--- config.mk ---
export PLATFORM = sky130hd
export DESIGN_NAME = input_mems
export DESIGN_NICKNAME = d
export VERILOG_FILES = /design/src/rtl/input_mems.sv
export SDC_FILE = /design/constraint.sdc
export NUM_CORES = 2
export LEC_CHECK = 0
export ABC_CLOCK_PERIOD_IN_PS = 3900
export CORE_ASPECT_RATIO = 1.75
export CORE_MARGIN = 5
export CORE_UTILIZATION = 42
export DETAILED_ROUTE_END_ITERATION = 8
export DONT_BUFFER_PORTS = 1
export MAX_ROUTING_LAYER = met4
export PLACE_DENSITY_LB_ADDON = 0.25
export SLEW_MARGIN = 20
export SYNTH_ARGS = -nofsm -noshare
export SYNTH_HDL_FRONTEND = slang
export SYNTH_HIERARCHICAL = 1
export SYNTH_SLANG_ARGS = --single-unit
--- constraint.sdc ---
create_clock -name clk -period 3.9 [get_ports clk]
set_input_delay 0.78 -clock clk [delete_from_list [all_inputs] [get_ports clk]]
set_output_delay 0.78 -clock clk [all_outputs]
set_load 0.005 [all_outputs]
--- src/rtl/input_mems.sv ---
// ---------------------------------------------------------------------------
// input_mems : input-side staging block for the 2D convolution accelerator.
//
// Receives one AXI-Stream packet per convolution (optional K x K weights,
// optional bias word, then the full R x C input matrix X). The packet is
// stored in two dual-port memories. inputs_loaded is raised and the packet
// is held until the compute engine pulses compute_finished.
//
// Build option:
//   INPUT_MEMS_BIAS_EN - when defined, a packet that carries new weights
//                        also carries one bias word right after the
//                        weights. When undefined, B is constant 0.
//
// Stream handshake: a word is transferred on every rising clk edge where
// AXIS_TVALID and AXIS_TREADY are both 1. AXIS_TREADY is driven from a
// register only, so it never depends combinationally on AXIS_TVALID. The
// producer may raise or drop TVALID at any cycle boundary.
//
// The FSM state is visible on dbg_state_o for checkers and debug.
// ---------------------------------------------------------------------------

// Simple dual-port RAM: one synchronous write port, one registered read port.
// A write and a read of the same address in the same cycle returns the old
// word.
module memory_dual_port #(
    parameter int WIDTH     = 24,
    parameter int DEPTH     = 16,
    parameter int ADDR_BITS = 4
) (
    input  logic                 clk,
    input  logic                 we_i,
    input  logic [ADDR_BITS-1:0] waddr_i,
    input  logic [WIDTH-1:0]     wdata_i,
    input  logic [ADDR_BITS-1:0] raddr_i,
    output logic [WIDTH-1:0]     rdata_o
);

    logic [WIDTH-1:0] mem_q [DEPTH];
    logic [WIDTH-1:0] rdata_q;

    // Write on the handshake edge; read is always enabled with 1-cycle latency.
    always_ff @(posedge clk) begin
        if (we_i) begin
            mem_q[waddr_i] <= wdata_i;
        end
        rdata_q <= mem_q[raddr_i];
    end

    assign rdata_o = rdata_q;

endmodule

module input_mems #(
    parameter  int INW         = 24,
    parameter  int R           = 9,
    parameter  int C           = 8,
    parameter  int MAXK        = 4,
    localparam int K_BITS      = $clog2(MAXK + 1),
    localparam int X_ADDR_BITS = $clog2(R * C),
    localparam int W_ADDR_BITS = $clog2(MAXK * MAXK)
) (
    input  logic                   clk,
    input  logic                   reset,
    // Input stream
    input  logic [INW-1:0]         AXIS_TDATA,
    input  logic                   AXIS_TVALID,
    input  logic [K_BITS:0]        AXIS_TUSER,
    output logic                   AXIS_TREADY,
    // Compute engine side
    output logic                   inputs_loaded,
    input  logic                   compute_finished,
    output logic [K_BITS-1:0]      K,
    output logic [INW-1:0]         B,
    input  logic [X_ADDR_BITS-1:0] X_read_addr,
    output logic [INW-1:0]         X_data,
    input  logic [W_ADDR_BITS-1:0] W_read_addr,
    output logic [INW-1:0]         W_data,
    // Debug
    output logic [2:0]             dbg_state_o
);

    // Wide enough to hold MAXK*MAXK without overflow.
    localparam int PROD_BITS = 2 * K_BITS;
    localparam logic [X_ADDR_BITS-1:0] X_LAST = X_ADDR_BITS'(R * C - 1);

    typedef enum logic [2:0] {
        S_IDLE   = 3'd0,
        S_LOAD_W = 3'd1,
        S_LOAD_B = 3'd2,
        S_LOAD_X = 3'd3,
        S_DONE   = 3'd4
    } state_t;

    // State entered after the last weight has been written.
`ifdef INPUT_MEMS_BIAS_EN
    localparam state_t AFTER_W = S_LOAD_B;
`else
    localparam state_t AFTER_W = S_LOAD_X;
`endif

    state_t                 state_q;
    logic                   tready_q;
    logic                   loaded_q;
    logic [W_ADDR_BITS-1:0] w_cnt_q;
    logic [X_ADDR_BITS-1:0] x_cnt_q;
    logic [K_BITS-1:0]      k_q;
`ifdef INPUT_MEMS_BIAS_EN
    logic [INW-1:0]         b_q;
`endif

    logic                   hs;
    logic                   tuser_new_w;
    logic [K_BITS-1:0]      tuser_k;
    logic [PROD_BITS-1:0]   kk_last;
    logic                   w_last;
    logic                   x_last;

    logic                   w_we;
    logic [W_ADDR_BITS-1:0] w_waddr;
    logic                   x_we;
    logic [X_ADDR_BITS-1:0] x_waddr;

    assign hs          = AXIS_TVALID && tready_q;
    assign tuser_new_w = AXIS_TUSER[0];
    assign tuser_k     = AXIS_TUSER[K_BITS:1];

    // Index of the last weight (K*K-1), computed on the latched K.
    assign kk_last = PROD_BITS'(k_q) * PROD_BITS'(k_q) - PROD_BITS'(1);
    assign w_last  = (PROD_BITS'(w_cnt_q) == kk_last);
    assign x_last  = (x_cnt_q == X_LAST);

    // Memory write ports: the first word of a packet always lands at
    // address 0 of whichever memory the new_W flag selects.
    always_comb begin
        w_we    = 1'b0;
        w_waddr = w_cnt_q;
        x_we    = 1'b0;
        x_waddr = x_cnt_q;
        case (state_q)
            S_IDLE: begin
                if (hs) begin
                    if (tuser_new_w) begin
                        w_we    = 1'b1;
                        w_waddr = '0;
                    end else begin
                        x_we    = 1'b1;
                        x_waddr = '0;
                    end
                end
            end
            S_LOAD_W: w_we = hs;
            S_LOAD_X: x_we = hs;
            default: begin
                w_we = 1'b0;
                x_we = 1'b0;
            end
        endcase
    end

    // Packet-load FSM with registered TREADY / inputs_loaded, counters and
    // the latched K (and bias when enabled).
    always_ff @(posedge clk) begin
        if (reset) begin
            state_q  <= S_IDLE;
            tready_q <= 1'b1;
            loaded_q <= 1'b0;
            w_cnt_q  <= '0;
            x_cnt_q  <= '0;
            k_q      <= '0;
`ifdef INPUT_MEMS_BIAS_EN
            b_q      <= '0;
`endif
        end else begin
            case (state_q)
                S_IDLE: begin
                    if (hs) begin
                        if (tuser_new_w) begin
                            k_q <= tuser_k;
                            if (tuser_k == K_BITS'(1)) begin
                                // The single weight was this word.
                                state_q <= AFTER_W;
                                w_cnt_q <= '0;
                            end else begin
                                state_q <= S_LOAD_W;
                                w_cnt_q <= W_ADDR_BITS'(1);
                            end
                        end else if (x_last) begin
                            // Degenerate 1-element X: the packet is complete.
                            state_q  <= S_DONE;
                            tready_q <= 1'b0;
                            loaded_q <= 1'b1;
                        end else begin
                            state_q <= S_LOAD_X;
                            x_cnt_q <= X_ADDR_BITS'(1);
                        end
                    end
                end

                S_LOAD_W: begin
                    if (hs) begin
                        if (w_last) begin
                            state_q <= AFTER_W;
                            w_cnt_q <= '0;
                        end else begin
                            w_cnt_q <= w_cnt_q + W_ADDR_BITS'(1);
                        end
                    end
                end

`ifdef INPUT_MEMS_BIAS_EN
                S_LOAD_B: begin
                    if (hs) begin
                        b_q     <= AXIS_TDATA;
                        state_q <= S_LOAD_X;
                    end
                end
`endif

                S_LOAD_X: begin
                    if (hs) begin
                        if (x_last) begin
                            state_q  <= S_DONE;
                            tready_q <= 1'b0;
                            loaded_q <= 1'b1;
                        end else begin
                            x_cnt_q <= x_cnt_q + X_ADDR_BITS'(1);
                        end
                    end
                end

                S_DONE: begin
                    // Hold the packet until the compute engine releases it.
                    if (compute_finished) begin
                        state_q  <= S_IDLE;
                        tready_q <= 1'b1;
                        loaded_q <= 1'b0;
                        w_cnt_q  <= '0;
                        x_cnt_q  <= '0;
                    end
                end

                default: begin
                    state_q  <= S_IDLE;
                    tready_q <= 1'b1;
                    loaded_q <= 1'b0;
                    w_cnt_q  <= '0;
                    x_cnt_q  <= '0;
                end
            endcase
        end
    end

    memory_dual_port #(
        .WIDTH     (INW),
        .DEPTH     (MAXK * MAXK),
        .ADDR_BITS (W_ADDR_BITS)
    ) u_w_mem (
        .clk     (clk),
        .we_i    (w_we),
        .waddr_i (w_waddr),
        .wdata_i (AXIS_TDATA),
        .raddr_i (W_read_addr),
        .rdata_o (W_data)
    );

    memory_dual_port #(
        .WIDTH     (INW),
        .DEPTH     (R * C),
        .ADDR_BITS (X_ADDR_BITS)
    ) u_x_mem (
        .clk     (clk),
        .we_i    (x_we),
        .waddr_i (x_waddr),
        .wdata_i (AXIS_TDATA),
        .raddr_i (X_read_addr),
        .rdata_o (X_data)
    );

    assign AXIS_TREADY   = tready_q;
    assign inputs_loaded = loaded_q;
    assign K             = k_q;
`ifdef INPUT_MEMS_BIAS_EN
    assign B             = b_q;
`else
    assign B             = '0;
`endif
    assign dbg_state_o   = state_q;

endmodule

; Word-level counts from Yosys, hierarchy flattened
; Memories as Yosys holds them, arrays and structs flattened. A register that Yosys moved wholly into a read port is not among the register bits.
; Index checks and enable logic that the tools add are counted.
; W data, S select, Z words.
[classes]
add_sub_neg = 3
n_bitwise = 2
n_eq_ne = 16
n_reduce_logical = 7
n_mul = 1
mux = 52
[op_table]
columns = operator, count
row1 = $mux W7, 9
row2 = $mux W4, 8
row3 = $pmux W7 S4, 1
row4 = $mux W3, 8
row5 = $ne A2 B2 Y1 const B, 10
row6 = $mux W1, 19
row7 = $pmux W4 S4, 1
row8 = $pmux W3 S4, 1
row9 = $reduce_and A5 Y1, 2
row10 = $pmux W1 S4, 2
row11 = $add A7 B1 Y7 const B, 1
row12 = $eq A7 B7 Y1 const B, 1
row13 = $reduce_and A7 Y1, 1
row14 = $eq A3 B1 Y1 const B, 2
row15 = $eq A4 B6 Y1, 1
row16 = $mul A3 B3 Y6, 1
row17 = $reduce_and A6 Y1, 1
row18 = $sub A6 B1 Y6 const B, 1
row19 = $add A4 B1 Y4 const B, 1
row20 = $pmux W1 S2, 2
row21 = $eq A3 B2 Y1 const B, 1
row22 = $eq A3 B3 Y1 const B, 1
row23 = $logic_not A3 Y1, 1
row24 = $reduce_and A3 Y1, 1
row25 = other kinds (3), 4
[word_totals]
input_bits = 43
ram_bits = 2112
elab_cells = 89
ff_bits = 19
mem_count = 2
out_inout_bits = 80
[mem_list]
columns = name, words, width, rd, rd_clocked_by_memory_dff, wr, line_no
row1 = u_x_mem.mem_q, 72, 24, 1, 1, 1, 38  ; logic [WIDTH-1:0] mem_q [DEPTH];
row2 = u_w_mem.mem_q, 16, 24, 1, 1, 1, 38

; Logic depth before layout (Yosys ltp)
[logic_depth]
ltp_word = 6
ltp_mapped = 9
mapped_depth_nobuf = 7

; Hierarchy
; Netlist, hierarchy kept.
[modules_own_cells]
columns = module, area_per_inst_um2, cells_per_inst, seq_area_each_um2, n_inst
row1 = memory_dual_port at u_x_mem, 66541.3, 2879, 52370.2, 1
row2 = memory_dual_port at u_w_mem, 14930.6, 636, 12011.5, 1
row3 = input_mems, 1423.9, 181, 380.4, 1

; Worst setup path before layout
; OpenSTA, ideal clock, no wires.
[synth_timing]
path_type = input to register
from = in AXIS_TVALID
to = mem u_w_mem.mem_q[0][0] (enable)
arrival_ns = 3.738
required_time_ns = 3.465
path_slack_ns = -0.273
path_stages = 6
path_cell_list = and2_1 > clkbuf_1 > nand3_1 > and2_1 > or3b_2 > nor3_1
[synth_via]
elab_cells_between_ends = 7
[synth_lines]
columns = item, line_no
row1 = start: declaration, 66  ; input logic AXIS_TVALID,
row2 = $logic_and A1 B1 Y1, 123  ; assign hs = AXIS_TVALID && tready_q;
row3 = $mux W4, 141  ; if (hs) begin
row4 = $mux W4, 139  ; case (state_q)
row5 = via w_waddr[2], 119  ; logic [W_ADDR_BITS-1:0] w_waddr;
row6 = end: declaration, 38
; The timed path passes the listed nets, and every way through them passes these cells.

==> flow_metrics.tcl <==
set metrics [dict create \
    simple_logic_cell_fraction_of_the_synthesized_area_pct 2.000 \
    static-leakage-power_uw 0.02904 \
    timing.clock.skew_ns 0.06608 \
    synth-xor-area-share_pct 0.01057 \
    share_of_the_synthesized_area_in_compound_gates_ao_oa_aoi_oai_pct 2.217 \
    status "finished, violations left" \
    global_route_wire_length_before_repair_mm 295.4 \
    synth_largest_area_cell "sky130_fd_sc_hd__edfxtp_1" \
    insertion_delay_ns 0.83 \
    detailedPlacementHpwl_mm 119.1 \
    power_frac_clock_pct 40.2 \
    placed_cell_area_um2 87170 \
    syn2layout_area_growth_pct 12.71 \
    finalWorstPathRequiredPeriod_ns 3.334 \
    cts_tree "done" \
    synth_ff_type "sky130_fd_sc_hd__edfxtp_1" \
    fin_ws_ns 0.5657 \
    detailedRoute.firstIterationViolations 3588 \
    cap_violations 0 \
    grt_overflow 0 \
    power_report.internal_total_uw 37410 \
    power_switching_uw 9550 \
    firstDrtPassIters 8 \
    fmax_achieved_mhz 299.9 \
    final.period_utilization_pct 85.50 \
    route.vias.total 38010 \
    design.final.nets 3928 \
    route.detailed.drc 0 \
    cp.arrival_ns 3.99 \
    hold_path.class "in -> reg" \
    die_w_um 345.8 \
    synth_mux_area_share_pct 16.23 \
    fill_cell_instance_count_of_the_final_layout 15860 \
    synth_top_area_share_pct 76.51 \
    pre_cts_slack_ns 0.5243 \
    boundaryPins 123 \
    post_synth.cell_area_avg_um2 22.43 \
    die_height_um 597.7 \
    synthTopCellsByArea "sky130_fd_sc_hd__edfxtp_1 77%, sky130_fd_sc_hd__mux4_2 14%, sky130_fd_sc_hd__dfxtp_1 1.6%" \
    seq_area_frac_synth_pct 78.12 \
    final_setup_violations 0 \
    worst_setup_path_start_kind "input pin" \
    crit_required_ns 4.56 \
    rsz_0062_raised_after_global_routing "false" \
    synth-edff-count 2112 \
    via_per_inst 5.722 \
    grt_antenna_before_repair 12 \
    number_of_global_route_vias_before_repair 39510 \
    slew_viol_final 161 \
    flop_and_latch_count_out_of_synthesis 2179 \
    pwr-share-seq_pct 55.6 \
    max_fo_critical_path 399 \
    crit_type "in -> reg" \
    cts_inserted_buffers 198 \
    post-synth-top-count-cell "sky130_fd_sc_hd__edfxtp_1" \
    detail_route.wirelength_mm 205.8 \
    placeableCoreArea_um2 196100 \
    failing_checks "max-slew violations" \
    post-layout-total-power_uw 46960 \
    critPathCaptureType "flop" \
    layout.cell_area.non_filler_um2 93430 \
    synth-async-reset-ratio_pct 0 \
    synthesis.yosys.warnings 6 \
    core.rowCount 215 \
    start_util_pct 42.27 \
    ys_top_cells_by_count "2112 x sky130_fd_sc_hd__edfxtp_1, 531 x sky130_fd_sc_hd__mux4_2, 122 x sky130_fd_sc_hd__nor2_1, 121 x sky130_fd_sc_hd__mux2i_1" \
    all_layer_gr_usage_pct 20.29 \
    pwr_density_cell_nw_per_um2 502.6 \
    synth_cell_types 59 \
    level_count_of_the_clock_h_tree 4 \
    synthAdderAreaFrac_pct 0.03019 \
    cts.clk_slew.worst_paths_ns 0.07 \
    final_hold_viol_count 0 \
    wl_per_cell_um 30.97 \
    synthesis.instances 3696 \
    final_layout_size_suffix_gt1_share_pct 27.72 \
    largest_family_of_logic_cells_by_synthesized_area "multiplexers" \
    tightestPinTransition_ns 1.933 \
    synthesis.area_um2 82900 \
    route.antenna.remaining_nets 0 \
    post-cts-setup-buffers 0 \
    switching_share_pct 20.34 \
    setup_tns_ns 0 \
    gpl.final_weighted_congestion 0.8318 \
    fp.dieArea_um2 206700 \
    portBuffers 0 \
    clk_path_buf_depth 4 \
    part_of_the_power_in_combinational_logic_pct 4.2 \
    cts_resized 0 \
    tritoncts_num_sinks 2179 \
    ctsRootBufferMaster "sky130_fd_sc_hd__clkbuf_16" \
    max_slew_margin_pct -28.89 \
    irDropWorstVdd_v 0.0004485 \
    maximum_number_of_pins_on_one_net_before_global_route_repair 400 \
]
## worst max-delay path: stages
cell and delay (ns):
sky130_fd_sc_hd__mux4_2 1.14, sky130_fd_sc_hd__a221oi_1 0.43, sky130_fd_sc_hd__o21ai_0 0.16, sky130_fd_sc_hd__a32oi_1 0.39
sky130_fd_sc_hd__nand2_1 0.24
## cell usage in the layout (no fill, tap or decap), types with 5 or more instances in the layout
cell                            netlist  final
sky130_fd_sc_hd__o21ai_0             19     19
sky130_fd_sc_hd__diode_2              0      6
sky130_fd_sc_hd__a31oi_1              5      5
sky130_fd_sc_hd__o2111ai_1           13     13
sky130_fd_sc_hd__a21oi_1             35     35
sky130_fd_sc_hd__nand2_1            117    117
sky130_fd_sc_hd__nand3b_1             7      7
sky130_fd_sc_hd__nand2b_1             9      9
sky130_fd_sc_hd__nor2_2               0     84
sky130_fd_sc_hd__nor2b_2              0      5
sky130_fd_sc_hd__o211ai_1            11     11
sky130_fd_sc_hd__o221ai_1             9      9
sky130_fd_sc_hd__buf_4               46    139
sky130_fd_sc_hd__clkbuf_1            83     37
sky130_fd_sc_hd__mux4_2             531    531
sky130_fd_sc_hd__a22oi_1            117    117
sky130_fd_sc_hd__clkbuf_16            0    201
sky130_fd_sc_hd__nand3_1             37     37
sky130_fd_sc_hd__and2_1              15     14
sky130_fd_sc_hd__clkinv_2             0     35
sky130_fd_sc_hd__nor2b_1             20     14
sky130_fd_sc_hd__mux2i_1            121    121
sky130_fd_sc_hd__dfxtp_1             67     67
sky130_fd_sc_hd__bufinv_16            0     15
sky130_fd_sc_hd__o31ai_1              8      8
sky130_fd_sc_hd__a221oi_1            17     17
sky130_fd_sc_hd__nor2_1             122     38
sky130_fd_sc_hd__conb_1               1     24
sky130_fd_sc_hd__edfxtp_1          2112   2112
sky130_fd_sc_hd__clkinvlp_4           0     13
sky130_fd_sc_hd__clkbuf_8             0      6
sky130_fd_sc_hd__mux2_2              25     25
sky130_fd_sc_hd__buf_12               0     37
sky130_fd_sc_hd__clkinv_1             1     36
sky130_fd_sc_hd__nor3_1              11      5
sky130_fd_sc_hd__dlygate4sd3_1        0      7
## final cells by class
class / count / area (um2) / share of cell area (%)
sequential: 2179 / 64760 / 69.32
timing repair buffer: 183 / 1854 / 1.985
tap: 2604 / 3258 / 3.487
clock inverter: 106 / 927.1 / 0.9923
clock buffer: 244 / 5251 / 5.621
inverter: 3 / 11.26 / 0.01205
antenna: 6 / 15.01 / 0.01607
multi-input combinational: 1318 / 17350 / 18.57
## worst paths after layout
kind	start	end	slack, ns	cells after the start
hold / removal	AXIS_TDATA[20]	u_x_mem/mem_q[16][20]	0.05	0
setup reg to reg	dbg_state_o[2]	u_x_mem/mem_q[39][20]	0.62	7
hold reg to reg	inputs_loaded	inputs_loaded	0.53	2
setup / recovery	X_read_addr[0]	u_x_mem/rdata_o[11]	0.57	5
## routing by layer
| metal | GRT usage (%) | up-vias | routed length, um |
|---|---|---|---|
| met3 | 2.970 | 265 | 10590 |
| met5 | - | - | 0 |
| met1 | 24.31 | 20690 | 77100 |
| li1 | - | 15910 | - |
| met2 | 36.04 | 1148 | 111800 |
| met4 | 5.738 | 0 | 6241 |
## kinds of logic after synthesis
logic type / count (synthesis)
adder cells (fa/ha/maj): 2
buffers and inverters: 222
XOR/XNOR: 1
multiplexers: 677
AND/OR/NAND/NOR: 361
AO/OA/AOI/OAI: 253
other: 1
flip-flops: 2179
## flip-flops by register name, summed over array words and instances (netlist names)
register,flops
inputs_loaded,1
u_x_mem/rdata_o,24
K,3
w_cnt_q,4
AXIS_TREADY,1
dbg_state_o,3
u_w_mem/mem_q,384
u_x_mem/mem_q,1728
x_cnt_q,7
u_w_mem/rdata_o,24
## power by group through the flow
stage,registers [uW],clock network [uW],logic [uW]
after floorplan,26500,0,1590
after global placement,26600,0,1940
after detailed placement,26600,0,1950
after CTS,26100,19300,1970
after global routing,26100,20200,2060
final,26100,18900,1980
## stage by stage
| step | std cells | hold slack [ns] | utilization (%) |
|---|---|---|---|
| floorplan | 3719 | 0.4547 | - |
| global placement | 6280 | 0.5182 | 44.45 |
| detailed placement | 6280 | 0.5023 | 44.45 |
| CTS | 6637 | 0.002192 | 47.64 |
| global route | 6640 | 0.005709 | 47.64 |
| finish | 6643 | 0.04984 | 47.64 |
## timing repair
action                     in CTS  in global routing
hold endpoints to repair       18                  0
setup endpoints to repair       0                  0
hold buffers                    7                  0
Power figures use the tool's default switching activity.
